<file path="config.mk">
export PLATFORM = sky130hd
export DESIGN_NAME = stack_cmd_decoder
export DESIGN_NICKNAME = d
export VERILOG_FILES = /design/src/rtl/stack_cmd_decoder.sv
export SDC_FILE = /design/constraint.sdc
export NUM_CORES = 1
export LEC_CHECK = 0
export ABC_AREA = 1
export BUFFER_PORTS_ARGS = -buffer_cell sky130_fd_sc_hd__buf_2
export CORE_UTILIZATION = 30
export DETAILED_ROUTE_END_ITERATION = 10
export GPL_TIMING_DRIVEN = 0
export PLACE_DENSITY = 0.57
export SLEW_MARGIN = 5
export SYNTH_ARGS = -nofsm -noshare
export SYNTH_HDL_FRONTEND = slang
export SYNTH_SLANG_ARGS = --single-unit
</file>
<file path="constraint.sdc">
create_clock -name CLK -period 3.6 [get_ports CLK]
set_clock_uncertainty 0.05 [all_clocks]
set_input_delay 1.08 -clock CLK [delete_from_list [all_inputs] [get_ports CLK]]
set_output_delay 1.08 -clock CLK [all_outputs]
set_load 0.01 [all_outputs]
</file>
<file path="src/rtl/stack_cmd_decoder.sv">
// stack_cmd_decoder
// -----------------------------------------------------------------------------
// Front end of the stack calculator. The four push-buttons are synchronized
// and debounced. The union of all buttons held during one press/release
// episode is collected as a chord. The chord is decoded into one stack opcode.
// That opcode is offered, together with the synchronized switch value, on a
// valid/ready interface to the stack core.
//
// Ports
//   CLK                      system clock, rising-edge
//   RESET_N                  asynchronous active-low reset
//   ButtonUp_unfiltered      raw button0
//   ButtonDown_unfiltered    raw button1
//   ButtonRight_unfiltered   raw button2
//   ButtonLeft_unfiltered    raw button3
//   SWITCH[7:0]              raw operand switches
//   cmd_ready                consumer accepts the pending command
//   cmd_valid                command pending
//   cmd_op[3:0]              decoded opcode (1..8, 0 never issued)
//   cmd_operand[7:0]         switch value latched at chord completion
//   cmd_chord[3:0]           chord {Left,Right,Down,Up} of the pending command
//   chord_err                one-cycle pulse for an unrecognized chord
//   btn_db[3:0]              debounced button levels {Left,Right,Down,Up}
// -----------------------------------------------------------------------------
module stack_cmd_decoder #(
    parameter int DEBOUNCE_CYCLES = 16,
    parameter int CNT_W           = 20
) (
    input  logic       CLK,
    input  logic       RESET_N,
    input  logic       ButtonUp_unfiltered,
    input  logic       ButtonDown_unfiltered,
    input  logic       ButtonRight_unfiltered,
    input  logic       ButtonLeft_unfiltered,
    input  logic [7:0] SWITCH,
    input  logic       cmd_ready,
    output logic       cmd_valid,
    output logic [3:0] cmd_op,
    output logic [7:0] cmd_operand,
    output logic [3:0] cmd_chord,
    output logic       chord_err,
    output logic [3:0] btn_db
);

    // Terminal count: a level change needs DEBOUNCE_CYCLES differing samples.
    localparam logic [CNT_W-1:0] DB_LAST = CNT_W'(DEBOUNCE_CYCLES - 1);

    typedef enum logic [1:0] {
        IDLE,
        COLLECT,
        ISSUE
    } stateT;

    stateT            state;
    stateT            nextState;

    logic [3:0]       btnRaw;
    logic [3:0]       btnMeta;
    logic [3:0]       btnSync;
    logic [7:0]       swMeta;
    logic [7:0]       swSync;
    logic [CNT_W-1:0] dbCnt [4];

    logic [3:0]       chordAcc;
    logic [3:0]       decodedOp;
    logic             chordKnown;
    logic             chordDone;

    assign btnRaw = {ButtonLeft_unfiltered, ButtonRight_unfiltered,
                     ButtonDown_unfiltered, ButtonUp_unfiltered};

    // Two-flop synchronizers for the buttons and the switch bank. The switches
    // are only sampled once the chord is complete. By then they have long been
    // stable, so they get no debouncing.
    always_ff @(posedge CLK or negedge RESET_N) begin
        if (!RESET_N) begin
            btnMeta <= '0;
            btnSync <= '0;
            swMeta  <= '0;
            swSync  <= '0;
        end else begin
            btnMeta <= btnRaw;
            btnSync <= btnMeta;
            swMeta  <= SWITCH;
            swSync  <= swMeta;
        end
    end

    // Per-button debouncer. Any sample that agrees with the current debounced
    // level restarts the count. The level flips only after an unbroken run of
    // DEBOUNCE_CYCLES disagreeing samples, so shorter glitches are ignored.
    always_ff @(posedge CLK or negedge RESET_N) begin
        if (!RESET_N) begin
            btn_db <= '0;
            for (int i = 0; i < 4; i++) begin
                dbCnt[i] <= '0;
            end
        end else begin
            for (int i = 0; i < 4; i++) begin
                if (btnSync[i] == btn_db[i]) begin
                    dbCnt[i] <= '0;
                end else if (dbCnt[i] == DB_LAST) begin
                    btn_db[i] <= ~btn_db[i];
                    dbCnt[i]  <= '0;
                end else begin
                    dbCnt[i] <= dbCnt[i] + 1'b1;
                end
            end
        end
    end

    // Chord-to-opcode table. A result of zero means the chord is not a command.
    function automatic logic [3:0] decodeChord(input logic [3:0] chord);
        case (chord)
            4'b0001: return 4'd1;
            4'b0010: return 4'd2;
            4'b0101: return 4'd3;
            4'b0110: return 4'd4;
            4'b1010: return 4'd5;
            4'b1001: return 4'd6;
            4'b1101: return 4'd7;
            4'b1110: return 4'd8;
            default: return 4'd0;
        endcase
    endfunction

    // The chord is complete when all buttons are released. At that point
    // btn_db adds nothing, so the accumulator alone is the chord.
    assign decodedOp  = decodeChord(chordAcc);
    assign chordKnown = (decodedOp != 4'd0);
    assign chordDone  = (state == COLLECT) && (btn_db == 4'b0000);

    // State register.
    always_ff @(posedge CLK or negedge RESET_N) begin
        if (!RESET_N) begin
            state <= IDLE;
        end else begin
            state <= nextState;
        end
    end

    // Next-state logic. ISSUE never looks at the buttons. An episode that
    // starts during a stall is picked up only if it is still held when IDLE is
    // reached.
    always_comb begin
        nextState = state;
        case (state)
            IDLE: begin
                if (btn_db != 4'b0000) begin
                    nextState = COLLECT;
                end
            end
            COLLECT: begin
                if (btn_db == 4'b0000) begin
                    nextState = chordKnown ? ISSUE : IDLE;
                end
            end
            ISSUE: begin
                if (cmd_ready) begin
                    nextState = IDLE;
                end
            end
            default: nextState = IDLE;
        endcase
    end

    // Output logic. A command is pending exactly while in ISSUE. Reset
    // therefore drops cmd_valid at once.
    always_comb begin
        cmd_valid = (state == ISSUE);
    end

    // Chord accumulation and command capture. Staggered presses are ORed in
    // while any button is still down. The command fields are written only at
    // chord completion, so they stay stable for the whole ISSUE stall.
    always_ff @(posedge CLK or negedge RESET_N) begin
        if (!RESET_N) begin
            chordAcc    <= '0;
            cmd_op      <= '0;
            cmd_operand <= '0;
            cmd_chord   <= '0;
            chord_err   <= 1'b0;
        end else begin
            chord_err <= chordDone && !chordKnown;
            case (state)
                IDLE:    chordAcc <= btn_db;
                COLLECT: chordAcc <= chordDone ? 4'b0000 : (chordAcc | btn_db);
                default: chordAcc <= 4'b0000;
            endcase
            if (chordDone && chordKnown) begin
                cmd_op      <= decodedOp;
                cmd_operand <= swSync;
                cmd_chord   <= chordAcc;
            end
        end
    end

endmodule

</file>
After elaboration in Yosys (flattened, before gate mapping) --
Memory sizes are Yosys's and may differ from the RTL's. Index checks and enable logic that the tools add are counted.
Cells by class: $add $sub $neg 4, equality and inequality tests 13, multiplexer cells 15, bitwise gates (word level) 9, reductions and logical operators 13
Operators by type and width (number):
- $mux 20 | 8
- $add 20x1->20 const B | 4
- $eq 20x4->1 const B | 4
- $mux 2 | 4
- $not 1->1 | 8
- $pmux 4 s2 | 1
- $reduce_and 2->1 | 4
- $reduce_bool 4->1 | 2
- $pmux 2 s3 | 1
- $eq 1x1->1 | 4
- $logic_not 4->1 | 1
- $mux 4 | 1
- $ne 2x2->1 const B | 2
- $or 4x4->4 | 1
- $logic_and 1x1->1 | 3
- $reduce_and 3->1 | 1
- $eq 2x1->1 const B | 1
- $eq 2x2->1 const B | 1
- $logic_not 2->1 | 1
- $ne 2x1->1 const B | 1
- $logic_not 1->1 | 1
Word-level totals: flip-flop bits (word level) 131, memory bits (read-only) 64, bits of input ports 15, output and inout port bits 22, word-level logic and storage cells 73, memories 1
Memory list:
- (name not given) | words 16, bits a word 4, read ports 1, clocked after Yosys merged registers in 0, wr ports 0, RTL line 114 | case (chord)

Longest topological paths before layout --
An unclocked memory read counts as a cell.
word-level depth 5, gate-level depth with buffers 10, gate-level depth less buffers 9

Worst setup path before layout --
Ideal clock, no wire load.
path kind register to output, from register state[1], to output port cmd_valid, data arrival time 631 ps, data required time 2470 ps, path slack 1839 ps, cell stages (with the launch flop) 3, buffers on the path 0, path through dfrtp_1 > inv_1 > nor2_1
On the way: longest elaborated chain between the ends 1
RTL lines:
- start, declared | RTL line 54 | stateT state;
- start signal, assigned | RTL line 138 | state <= nextState;
- $eq 2x2->1 | RTL line 170 | cmd_valid = (state == ISSUE);
- end, declared | RTL line 37 | output logic cmd_valid,
Every way passes these cells.

Worst setup path in the final report --
Ends and elaborated chain as after synthesis.

==> summary.md <==
| Metric | Value |
|---|---|
| Clock sink total | `131` |
| Worst path bufs/invs | `2` |
| Die area | `21490 um2` |
| Status | `completed` |
| TritonCTS Buffers | `17` |
| Cell taking the most area after synthesis | `dfrtp_1` |
| FF-to-FF path depth | `9` |
| GRT overflow | `0` |
| Worst Hold Class | `reg -> reg` |
| Crit-path slowest cell | `dfrtp_1` |
| First-pass GRT wire length | `23.22 mm` |
| Area grow syn2layout | `18.99%` |
| R2r startpoint | `chordAcc[0]` |
| Period utilization | `65.47%` |
| Crit path kind | `reg -> out` |
| Setup tns final | `0 ns` |
| Vias per inst | `4.431` |
| Sequential share of the synthesized area | `52.27%` |
| DRT iter0 DRCs | `244` |
| Global-route usage over all layers | `13.49%` |
| Ant diodes | `0` |
| Max_cap viols | `0` |
| DIE WIDTH | `146.6 um` |
| Critical Path Sink Type | `output pin` |
| Final max-slew violation count | `0` |
| Final setup violation count | `0` |
| Core outline area | `20360 um2` |
| Post-detail-place hpwl | `9.724 mm` |
| Post-CTS Resized | `0` |
| Leak Pwr | `0.003370 uW` |
| Mapped Area | `6271 um2` |
| Most frequent cells in the layout | `210 x nand2_1, 184 x nor2_1, 131 x dfrtp_1` |
| Starting density of the core | `30.79%` |
| Unrepaired setup endpoints after global routing | `no` |
| Fin. Hold Viols | `0` |
| Vias | `4989` |
| Setup WS pre-CTS | `1.641 ns` |
| Drt wl/cell | `11.91 um` |
| Post-Syn Area per Cell | `7.968 um2` |
| Final Core Density | `36.64%` |
| Maximum number of pins on one net before global-route repair | `76` |
| Relative slew slack | `61.33%` |
| Tmin final | `2.357 ns` |
| Detailed Route WL | `13.41 mm` |
| H-tree depth | `4` |
| Initial antenna violation count | `0` |
| Std-Cell Rows | `52` |
| Max stage delay on crit path | `0.43 ns` |
| Clock root buffer | `clkbuf_16` |
| Stages on worst setup path | `3` |
| Final Power | `3448 uW` |
| NumNets Final | `864` |
| Filler Cell Count | `2108` |
| Setup WS post-layout | `1.243 ns` |
| Post-Synthesis Cells | `787` |
| Unique masters post-synth | `27` |
| Syn. warnings | `0` |
| Max VDD drop | `305.8 uV` |
| Crit path required time | `2.47 ns` |
| R2r endpoint | `cmd_operand[2]` |
| Worst-margin pin slew | `0.5757 ns` |
| RePlAce Congestion | `0.8557` |
| WHS Endpoint | `swSync[1]` |
| Top cell type's share of synthesized area | `52.27%` |
| R2r setup slk | `1.88 ns` |
| Clock-pin slew on the worst setup and hold paths | `0.05 ns` |
| PortBufs | `36` |
| Pre-antenna DRT Iters | `7` |
| DRC | `0` |
| Die Ht | `146.6 um` |
| Layout cell share with drive strength beyond 1 | `9.112%` |
| Main area contributors after synthesis | `dfrtp_1 52%, nand2_1 13%, nor2_1 11%` |
| Max Buffers Root-to-Sink | `2` |
| Cells along the critical path | `inv_1 > nor2_1 > buf_2` |
| Number of synthesized register bits | `131` |
| Most common cell after layout, fill and taps aside | `nand2_1` |
| IO Pins | `37` |
| Worst-Skew Late Latency | `0.42 ns` |
| PD cells | `462.1 nW/um2` |
| Critical path arrival | `1.23 ns` |
| Crit path from | `state[1]` |
| Hold path cells | `0` |
| Post-CTS setup buffer count | `0` |
| Critical path's top delay family | `flip-flops` |
| CTS tree | `built` |
| Worst Setup Start Kind | `register` |
| Fmax | `424.3 MHz` |
| Vias in the first global route | `4844` |
| Hold_ws | `0.2969 ns` |
| Critical Path Fanout Max | `4` |
| Post-CTS Hold Fix Bufs | `0` |
| Post-route ant nets | `0` |
| Post-synth net total | `808` |
| Hold Crit Start | `swMeta[1]` |
Yosys cell counts (all sizes together):
cell	count
nor3b	4
inv	71
and2	1
o21ai	14
a211oi	4
o31ai	1
nand3	57
nand2	213
nor3	12
buf	3
dfrtp	131
nand4	27
clkbuf	4
nor2	187
nand3b	3
ha	6
a21oi	11
xnor2	4
xor2	33
or2	1
kinds of logic (layout without fill, tap and decap cells):
family	after synthesis	count (layout)	share of synthesized area, %
xor+xnor	37	37	5.168
flops	131	131	52.27
fa+ha+maj	6	6	1.197
compound gates	30	30	2.594
simple gates	505	505	33.84
buf+inv	78	147	4.928
how the worst max path moves through the flow:
stage	to
2_1_floorplan	cmd_valid
4_1_cts	cmd_valid
3_3_place_gp	dbCnt[73]
6_report	cmd_valid
5_1_grt	cmd_valid
3_5_place_dp	cmd_valid
through the flow:
stage | std cells | instance area, um2
after floorplan | 787 | 6271
after global placement | 1093 | 6789
after detailed placement | 1094 | 6823
after CTS | 1126 | 7462
after global routing | 1126 | 7462
final | 1126 | 7462
sequential cells by signal, indices dropped and copies added, names as in the netlist:
name and cells:
cmd_operand 8, swSync 8, btnSync 4, chordAcc 4
cmd_chord 4, chord_err 1, swMeta 8, state 2
btn_db 4, dbCnt 80, cmd_op 4, btnMeta 4
report_power, final:
group,leakage (uW),internal [uW],total [uW],switching [uW]
clock,0.000303,1230,1850,623
sequential,0.00176,1500,1510,16.9
combinational,0.00130,21.2,79.2,58.0
total,0.00337,2750,3450,698
worst register-to-register path, delay by kind of cell, from the launching register on:
| family | cells | cell delay, ns |
|---|---|---|
| AOI/OAI and AO/OA | 2 | 0.26 |
| adders and majority gates | 1 | 0.28 |
| buffers and inverters | 2 | 0.24 |
| DFF | 1 | 0.40 |
| and+or+nand+nor | 4 | 0.38 |
layer usage:
layer / routed length (um) / global-route usage, % / part of all wire (%) / vias up
met4: 210 / 5.000 / 1.6 / 0
met5: 0 / 0 / 0 / -
li1: - / - / - / 2602
met3: 493 / 2.906 / 3.7 / 16
met1: 6675 / 18.24 / 50 / 2295
met2: 6034 / 21.11 / 45 / 76
layout make-up:
cell class	count	area, um2	share of cell area, %
Timing Repair Buffer	37	214.0	2.867
Inverter	71	266.5	3.571
Clock inverter	8	147.6	1.979
Tap cell	270	337.8	4.527
Clock buffer	24	491.7	6.590
Sequential cell	131	3278	43.93
Multi-Input combinational cell	578	2684	35.97
Buffer	7	42.54	0.5701
Note: power is estimated with default switching activity, not from simulation.
